===== config.mk =====
export PLATFORM = sky130hd
export DESIGN_NAME = mdu_iterative_flat
export DESIGN_NICKNAME = d
export VERILOG_FILES = /design/src/rtl/rv32_pkg.sv /design/src/rtl/mdu_iterative_if.sv /design/src/rtl/mdu_sign_fix.sv /design/src/rtl/mdu_iterative.sv /design/src/flat_wrapper.sv
export SDC_FILE = /design/constraint.sdc
export NUM_CORES = 1
export LEC_CHECK = 0
export CAP_MARGIN = 20
export CORE_MARGIN = 4
export CORE_UTILIZATION = 55
export CTS_BUF_LIST = sky130_fd_sc_hd__clkbuf_16
export CTS_CLUSTER_DIAMETER = 120
export DETAILED_ROUTE_END_ITERATION = 16
export PLACE_DENSITY = 0.74
export SLEW_MARGIN = 30
export SYNTH_ARGS = -nofsm -noshare
export SYNTH_HDL_FRONTEND = slang
export SYNTH_SLANG_ARGS = --single-unit
export TNS_END_PERCENT = 100

===== constraint.sdc =====
create_clock -name clk -period 7.9 [get_ports clk]
set_input_delay 1.975 -clock clk [delete_from_list [all_inputs] [get_ports clk]]
set_output_delay 1.975 -clock clk [all_outputs]
set_load 0.1 [all_outputs]

===== src/rtl/rv32_pkg.sv =====
// Shared RV32 definitions for the execute-stage multiply/divide unit:
// funct3 opcodes, FSM state encoding and operand-signedness helpers.
package rv32_pkg;

  localparam int XLEN = 32;

  localparam logic [2:0] F3_MUL    = 3'b000;
  localparam logic [2:0] F3_MULH   = 3'b001;
  localparam logic [2:0] F3_MULHSU = 3'b010;
  localparam logic [2:0] F3_MULHU  = 3'b011;
  localparam logic [2:0] F3_DIV    = 3'b100;
  localparam logic [2:0] F3_DIVU   = 3'b101;
  localparam logic [2:0] F3_REM    = 3'b110;
  localparam logic [2:0] F3_REMU   = 3'b111;

  typedef enum logic [1:0] {
    S_IDLE = 2'b00,
    S_CALC = 2'b01,
    S_DONE = 2'b10
  } mdu_state_e;

  function automatic logic is_signed_a(input logic [2:0] f3);
    return (f3 == F3_MULH) || (f3 == F3_MULHSU) || (f3 == F3_DIV) || (f3 == F3_REM);
  endfunction

  // MULHSU treats rs2 as unsigned, so only three opcodes sign rs2.
  function automatic logic is_signed_b(input logic [2:0] f3);
    return (f3 == F3_MULH) || (f3 == F3_DIV) || (f3 == F3_REM);
  endfunction

endpackage


===== src/rtl/mdu_iterative_if.sv =====
// Request/response bundle between the execute stage and the multiply/divide unit.
interface mdu_iterative_if #(
  parameter int XLEN = rv32_pkg::XLEN
);
  logic            start;
  logic [2:0]      funct3;
  logic [XLEN-1:0] op_a;
  logic [XLEN-1:0] op_b;
  logic [4:0]      rd_in;
  logic            busy;
  logic            done;
  logic            wb_en;
  logic [XLEN-1:0] result;
  logic [4:0]      rd_out;

  modport master (
    output start, funct3, op_a, op_b, rd_in,
    input  busy, done, wb_en, result, rd_out
  );

  modport slave (
    input  start, funct3, op_a, op_b, rd_in,
    output busy, done, wb_en, result, rd_out
  );
endinterface


===== src/rtl/mdu_sign_fix.sv =====
// Conditional two's-complement negation; used for operand magnitudes and
// for restoring the sign of the final product/quotient/remainder.
module mdu_sign_fix #(
  parameter int W = 64
) (
  input  logic         neg,
  input  logic [W-1:0] value,
  output logic [W-1:0] fixed
);

  // Negate when requested, pass through otherwise.
  always_comb begin
    if (neg) begin
      fixed = ~value + {{(W-1){1'b0}}, 1'b1};
    end else begin
      fixed = value;
    end
  end

endmodule


===== src/rtl/mdu_iterative.sv =====
// Iterative RV32M multiply/divide unit: radix-2 shift-add multiply and
// restoring divide, one bit per cycle, with divide fast paths.
module mdu_iterative #(
  parameter int XLEN  = rv32_pkg::XLEN,
  parameter int CNT_W = 6
) (
  input logic            clk,
  input logic            rst,
  mdu_iterative_if.slave bus
);
  import rv32_pkg::*;

  localparam int DW = 2 * XLEN;
  localparam logic [XLEN-1:0] ZERO    = {XLEN{1'b0}};
  localparam logic [XLEN-1:0] ONES    = {XLEN{1'b1}};
  localparam logic [XLEN-1:0] MIN_NEG = {1'b1, {(XLEN-1){1'b0}}};
  localparam logic [CNT_W-1:0] LAST_CNT = CNT_W'(XLEN - 1);

  mdu_state_e      state_r;
  logic [CNT_W-1:0] cnt_r;
  logic [2:0]      f3_r;
  logic            sign_r;
  logic [XLEN-1:0] mpl_r;   // multiplier, or dividend shifting out / quotient shifting in
  logic [DW-1:0]   mcd_r;   // shifted multiplicand, or divisor in the low word
  logic [DW-1:0]   acc_r;   // product accumulator, or partial remainder in the low word
  logic [4:0]      rd_r;
  logic            busy_r;
  logic            done_r;
  logic [XLEN-1:0] result_r;
  logic [4:0]      rd_out_r;

  logic            neg_a_s;
  logic            neg_b_s;
  logic [XLEN-1:0] abs_a_s;
  logic [XLEN-1:0] abs_b_s;
  logic            sign_s;
  logic            div_zero_s;
  logic            ovf_s;
  logic [XLEN-1:0] fast_res_s;
  logic [DW-1:0]   acc_nxt_s;
  logic [DW-1:0]   mcd_nxt_s;
  logic [XLEN-1:0] mpl_nxt_s;
  logic [XLEN:0]   shifted_s;
  logic [XLEN:0]   trial_s;
  logic [DW-1:0]   raw_s;
  logic [DW-1:0]   fixed_s;
  logic [XLEN-1:0] res_sel_s;

  assign neg_a_s = is_signed_a(bus.funct3) & bus.op_a[XLEN-1];
  assign neg_b_s = is_signed_b(bus.funct3) & bus.op_b[XLEN-1];

  mdu_sign_fix #(.W(XLEN)) u_abs_a (.neg(neg_a_s), .value(bus.op_a), .fixed(abs_a_s));
  mdu_sign_fix #(.W(XLEN)) u_abs_b (.neg(neg_b_s), .value(bus.op_b), .fixed(abs_b_s));

  // Request decode: result sign and the divide fast-path results.
  always_comb begin
    sign_s     = 1'b0;
    div_zero_s = bus.funct3[2] && (bus.op_b == ZERO);
    ovf_s      = ((bus.funct3 == F3_DIV) || (bus.funct3 == F3_REM)) &&
                 (bus.op_a == MIN_NEG) && (bus.op_b == ONES);
    case (bus.funct3)
      F3_MUL, F3_MULH, F3_MULHSU, F3_MULHU, F3_DIV: sign_s = neg_a_s ^ neg_b_s;
      F3_REM:                                       sign_s = neg_a_s;
      default:                                      sign_s = 1'b0;
    endcase
    if (div_zero_s) begin
      fast_res_s = bus.funct3[1] ? bus.op_a : ONES;
    end else if (ovf_s) begin
      fast_res_s = bus.funct3[1] ? ZERO : MIN_NEG;
    end else begin
      fast_res_s = ZERO;
    end
  end

  // One iteration step of the shift-add multiply or restoring divide.
  always_comb begin
    acc_nxt_s = acc_r;
    mcd_nxt_s = mcd_r;
    mpl_nxt_s = mpl_r;
    shifted_s = {acc_r[XLEN-1:0], mpl_r[XLEN-1]};
    trial_s   = shifted_s - {1'b0, mcd_r[XLEN-1:0]};
    if (f3_r[2]) begin
      // Remainder stays below the divisor, so a set top bit means the trial went negative.
      if (!trial_s[XLEN]) begin
        acc_nxt_s = {{(XLEN-1){1'b0}}, trial_s};
        mpl_nxt_s = {mpl_r[XLEN-2:0], 1'b1};
      end else begin
        acc_nxt_s = {{(XLEN-1){1'b0}}, shifted_s};
        mpl_nxt_s = {mpl_r[XLEN-2:0], 1'b0};
      end
    end else begin
      if (mpl_r[0]) begin
        acc_nxt_s = acc_r + mcd_r;
      end else begin
        acc_nxt_s = acc_r;
      end
      mcd_nxt_s = {mcd_r[DW-2:0], 1'b0};
      mpl_nxt_s = {1'b0, mpl_r[XLEN-1:1]};
    end
  end

  // Final value selection from the last iteration, sign-corrected.
  always_comb begin
    case (f3_r)
      F3_DIV, F3_DIVU: raw_s = {ZERO, mpl_nxt_s};
      F3_REM, F3_REMU: raw_s = {ZERO, acc_nxt_s[XLEN-1:0]};
      default:         raw_s = acc_nxt_s;
    endcase
  end

  mdu_sign_fix #(.W(DW)) u_fix_res (.neg(sign_r), .value(raw_s), .fixed(fixed_s));

  // Word select: high half for the MULH family, low half otherwise.
  always_comb begin
    case (f3_r)
      F3_MULH, F3_MULHSU, F3_MULHU: res_sel_s = fixed_s[DW-1:XLEN];
      default:                      res_sel_s = fixed_s[XLEN-1:0];
    endcase
  end

  // Control FSM with iteration datapath and registered outputs.
  always_ff @(posedge clk) begin
    if (!rst) begin
      state_r  <= S_IDLE;
      cnt_r    <= {CNT_W{1'b0}};
      f3_r     <= 3'b000;
      sign_r   <= 1'b0;
      mpl_r    <= ZERO;
      mcd_r    <= {DW{1'b0}};
      acc_r    <= {DW{1'b0}};
      rd_r     <= 5'd0;
      busy_r   <= 1'b0;
      done_r   <= 1'b0;
      result_r <= ZERO;
      rd_out_r <= 5'd0;
    end else begin
      case (state_r)
        S_IDLE: begin
          done_r <= 1'b0;
          busy_r <= 1'b0;
          if (bus.start) begin
            f3_r   <= bus.funct3;
            rd_r   <= bus.rd_in;
            sign_r <= sign_s;
            cnt_r  <= {CNT_W{1'b0}};
            acc_r  <= {DW{1'b0}};
            if (bus.funct3[2]) begin
              mpl_r <= abs_a_s;
              mcd_r <= {ZERO, abs_b_s};
            end else begin
              mpl_r <= abs_b_s;
              mcd_r <= {ZERO, abs_a_s};
            end
            if (div_zero_s || ovf_s) begin
              state_r  <= S_DONE;
              done_r   <= 1'b1;
              result_r <= fast_res_s;
              rd_out_r <= bus.rd_in;
            end else begin
              state_r <= S_CALC;
              busy_r  <= 1'b1;
            end
          end
        end
        S_CALC: begin
          acc_r <= acc_nxt_s;
          mcd_r <= mcd_nxt_s;
          mpl_r <= mpl_nxt_s;
          cnt_r <= cnt_r + CNT_W'(1);
          if (cnt_r == LAST_CNT) begin
            state_r  <= S_DONE;
            busy_r   <= 1'b0;
            done_r   <= 1'b1;
            result_r <= res_sel_s;
            rd_out_r <= rd_r;
          end
        end
        S_DONE: begin
          state_r <= S_IDLE;
          done_r  <= 1'b0;
          busy_r  <= 1'b0;
        end
        default: begin
          state_r <= S_IDLE;
          done_r  <= 1'b0;
          busy_r  <= 1'b0;
        end
      endcase
    end
  end

  assign bus.busy   = busy_r;
  assign bus.done   = done_r;
  assign bus.wb_en  = done_r;
  assign bus.result = result_r;
  assign bus.rd_out = rd_out_r;

endmodule


===== src/flat_wrapper.sv =====
// flat-port wrapper written by rule: the top's interface ports become plain ports
module mdu_iterative_flat import rv32_pkg::*;
#(
  parameter int XLEN  = rv32_pkg::XLEN,
  parameter int CNT_W = 6
)
  (clk, rst, bus_start, bus_funct3, bus_op_a, bus_op_b, bus_rd_in, bus_busy, bus_done, bus_wb_en, bus_result, bus_rd_out);
  mdu_iterative_if #(.XLEN(XLEN)) bus_i ();
  input logic clk;
  input logic rst;
  input wire logic [$bits(bus_i.start)-1:0] bus_start;
  input wire logic [$bits(bus_i.funct3)-1:0] bus_funct3;
  input wire logic [$bits(bus_i.op_a)-1:0] bus_op_a;
  input wire logic [$bits(bus_i.op_b)-1:0] bus_op_b;
  input wire logic [$bits(bus_i.rd_in)-1:0] bus_rd_in;
  output wire logic [$bits(bus_i.busy)-1:0] bus_busy;
  output wire logic [$bits(bus_i.done)-1:0] bus_done;
  output wire logic [$bits(bus_i.wb_en)-1:0] bus_wb_en;
  output wire logic [$bits(bus_i.result)-1:0] bus_result;
  output wire logic [$bits(bus_i.rd_out)-1:0] bus_rd_out;
  assign bus_i.start = bus_start;
  assign bus_i.funct3 = bus_funct3;
  assign bus_i.op_a = bus_op_a;
  assign bus_i.op_b = bus_op_b;
  assign bus_i.rd_in = bus_rd_in;
  assign bus_busy = bus_i.busy;
  assign bus_done = bus_i.done;
  assign bus_wb_en = bus_i.wb_en;
  assign bus_result = bus_i.result;
  assign bus_rd_out = bus_i.rd_out;
  mdu_iterative #(.XLEN(XLEN), .CNT_W(CNT_W)) u_core (.clk(clk), .rst(rst), .bus(bus_i));
endmodule

==> impl_results.md <==
* Switching Fraction at 42.09%
* CTS Root Cell: clkbuf_16
* Main area contributors after synthesis: dfxtp_1, nor2_1, a21oi_1, ha_1, nand2_1
* Ys Warns at 0
* Post-cts sizing count at 0
* Pwr Density at 159.7 nW/µm²
* Slew headroom at 20.98%
* Critical-path cell list: inv_1 -> ha_1 -> o211ai_1 -> o211ai_1 -> nand4b_1 -> a31oi_1 -> nor2_1 -> o21ai_0 -> a21oi_1 -> o21bai_1 -> ha_4 -> mux2_2 -> a311oi_1 -> ha_1 -> nand2_1 -> a21oi_1 -> nand4_1 -> nand4b_4 -> or4_1 -> nor4_4 -> or4b_1 -> a21oi_1 -> o22ai_1
* Gpl congestion at 1.079
* CP max-delay cell: or4_1
* Layout Nets at 3303
* Drt first pass iters at 6
* Worst EP required at 8330 ps
* Pleak at 8.915 nW
* Crit path max-delay family: simple AND/OR/NAND/NOR gates
* RSZ-0062 raised after global routing: false
* Cell Int Power at 0.002257 W
* Mean Syn Cell Area at 7.019 µm²
* CTS Buf Count at 26
* Power share of the combinational group at 38.5%
* Largest net degree at the start of global routing at 123
* Port Buffers at 114
* Final setup skew at 27.77 ps
* Die Span X at 208.6 µm
* Site row count at 73
* Vias after detailed routing at 26500
* Status: finished clean
* Final worst-path cycle share at 93.94%
* Slew Limit Fails at 0
* Synthesized Nets at 3332
* Post-synth EDFFs at 0
* Routed wire per std cell at 26.68 µm
* NetSw at 0.001640 W
* Die area at 43530 µm²
* Ports at 115
* Number of global-route vias before repair at 24080
* Clock network power share at 30.4%
* CP Class: flip-flop to flip-flop
* Top_reg_cell synth: dfxtp_1
* Worst-Margin Slew at 1178 ps
* CP Buf/Inv Count at 1
* Htree depth at 1
* Slowest Stage Delay on Critical Path at 700 ps
* Post-CTS setup buffer count at 0
* Post-route ant nets at 0
* Element type at the critical path end: flip-flop
* TNS Setup at 0 ps
* CTS tree: yes
* Max FO, Critical Path at 24
* Clock Tree Buf Depth at 3
* Core area at 39730 µm²
* All-layer global routing usage at 42.16%
* Flops & latches, synth at 216
* FMAX at 134.7 MHz
* Final hold violations at 0
* Yosys top cell by area: dfxtp_1
* Vias/cell at 7.223
* Fin crit period at 7422 ps
* Clock Pin Slew Worst Setup and Hold Paths at 60 ps
* CTS Hold Bufs at 0
* Die Ht at 208.6 µm
* Clock sink count at 216
* Drt drc at 0
* Post-Route WL at 97880 µm
* Starting Density at 55.72%
* Worst skew pair latency at 590 ps
* Worst Path Arrival at 7850 ps
* Global-route wire length before repair at 146700 µm
* Hold Path Class: flip-flop to flip-flop
* Grt total ovfl at 0
* Reg power frac at 31.2%
* Finished Layout Cells at 3669
* Post-synthesis cell count at 3154
* Antenna violations before repair at 2
* Cell area after synthesis at 22140 µm²
* Most frequent CP cell: a21oi_1
* Yosys cell types at 111
* Setup Viol. Count Final at 0
* Startpoint types: flip-flop
* Post-DP HPWL at 73690 µm
* Synth-to-layout area growth at 10.21%
* Filler instances at 3730
* # Max-Cap Violations at 0
* Initial DRC count at 4052
* Placed Instances at 3621
* Maximum VDD drop at 188.9 µV
* Sequential area share after synthesis at 19.53%
* Fraction of layout cells with a size suffix above 1 at 6.332%
* Synth async-reset ratio at 0%
* Yosys top cell area share at 19.53%
[cell usage after synthesis (12+ instances only)]
cell type,n
a21o_1,35
nand2b_1,20
a211o_1,17
o21ai_0,176
dfxtp_1,216
and3_1,34
xor2_1,58
nand3_1,67
ha_1,101
nand4_1,68
xnor2_1,51
clkbuf_1,183
nand2_1,332
mux2i_1,73
a31oi_1,28
o221ai_1,16
or3_1,26
or2_2,14
a211oi_1,120
nor2_1,391
nor2b_1,15
o21a_1,30
a22oi_1,66
mux2_2,16
inv_1,90
or4_1,12
and2_1,24
o211ai_1,55
o21ai_1,21
o31ai_1,30
buf_1,22
a311oi_1,30
nor3_1,105
nand3b_1,15
buf_2,22
o22ai_1,14
o41ai_1,14
nor4_1,26
a21oi_1,282
[area by class of cell]
class	count	area [µm²]	share of cell area (%)
Antenna cell	1	2.502	0.01026
Clock buffer	27	675.6	2.769
Clock inverter	19	126.4	0.5179
Inverter	91	346.6	1.420
Multi-Input combinational cell	2619	16660	68.29
Sequential cell	216	4330	17.75
Tap cell	525	656.9	2.692
Timing Repair Buffer	171	1599	6.553
[power groups by stage]
stage          clock (W)  combinational, W  sequential, W
2_1_floorplan          0          0.000947        0.00120
3_3_place_gp           0           0.00140        0.00123
3_5_place_dp           0           0.00142        0.00123
4_1_cts          0.00118           0.00142        0.00121
5_1_grt          0.00122           0.00157        0.00122
6_report         0.00118           0.00150        0.00121
[worst paths after layout]
path,start,endpoint,slack [ps],depth (start not counted)
max,u_core.mcd_r[5],u_core.bus.result[24],480,23
min,u_core.rd_r[0],u_core.rd_r[0],460,2
max reg2reg,u_core.mcd_r[5],u_core.bus.result[24],480,23
min reg2reg,u_core.rd_r[0],u_core.rd_r[0],460,2
[placed cells by master (no fill, tap or decap), drive strengths merged, types with 59 or more instances in the layout]
cell type        n
nand2          332
nor3           106
buf             59
nand4           68
inv             96
a211oi         125
o21ai          198
mux2i           73
a21oi          291
clkdlybuf4s50  112
nand3           68
dfxtp          216
a22oi           66
ha             101
nor2           391
[worst register-to-register path, delay by kind of cell, from the launching register on]
| family | cells | cell delay [ps] |
|---|---|---|
| compound gates | 10 | 2570 |
| fa+ha+maj | 3 | 1050 |
| buf+inv | 1 | 70 |
| flops | 1 | 360 |
| mux | 1 | 400 |
| simple gates | 8 | 2840 |
[metrics by stage]
stage / util, % / worst slack [ps] / hold slack [ps] / power [W] / instance area [µm²]
2_1_floorplan: - / 1588 / 436.6 / 0.002147 / 22140
3_3_place_gp: 59.19 / 739.8 / 442.6 / 0.002630 / 23520
3_5_place_dp: 59.28 / 526.0 / 450.7 / 0.002649 / 23550
4_1_cts: 61.30 / 516.8 / 459.8 / 0.003815 / 24360
5_1_grt: 61.40 / 31.98 / 474.0 / 0.004013 / 24400
6_report: 61.41 / 478.4 / 463.9 / 0.003897 / 24400
[cells by family after synthesis]
kind of cell | share of synthesized area (%)
AOI/OAI and AO/OA | 34.71
xor gates and xnor gates | 4.312
adders and majority gates | 5.889
buffers and inverters | 5.550
DFF | 19.53
muxes | 4.114
and+or+nand+nor | 25.89
[metal layers]
metal / vias to the layer above / part of all wire [%] / track usage (%)
met5: - / 0.013 / 0
met2: 1934 / 41 / 61.92
met1: 12400 / 40 / 58.46
met3: 325 / 13 / 9.503
met4: 2 / 6.0 / 20.63
li1: 11840 / - / -
[registers in the layout (all words and copies together) (netlist names)]
name / count
u_core.mpl_r: 32
u_core.bus.busy: 1
u_core.cnt_r: 6
u_core.bus.rd_out: 5
u_core.acc_r: 64
u_core.mcd_r: 64
u_core.f3_r: 3
u_core.sign_r: 1
u_core.bus.result: 32
u_core.bus.done: 1
u_core.rd_r: 5
u_core.state_r: 2
No activity file was read; power rests on OpenSTA's default activity.
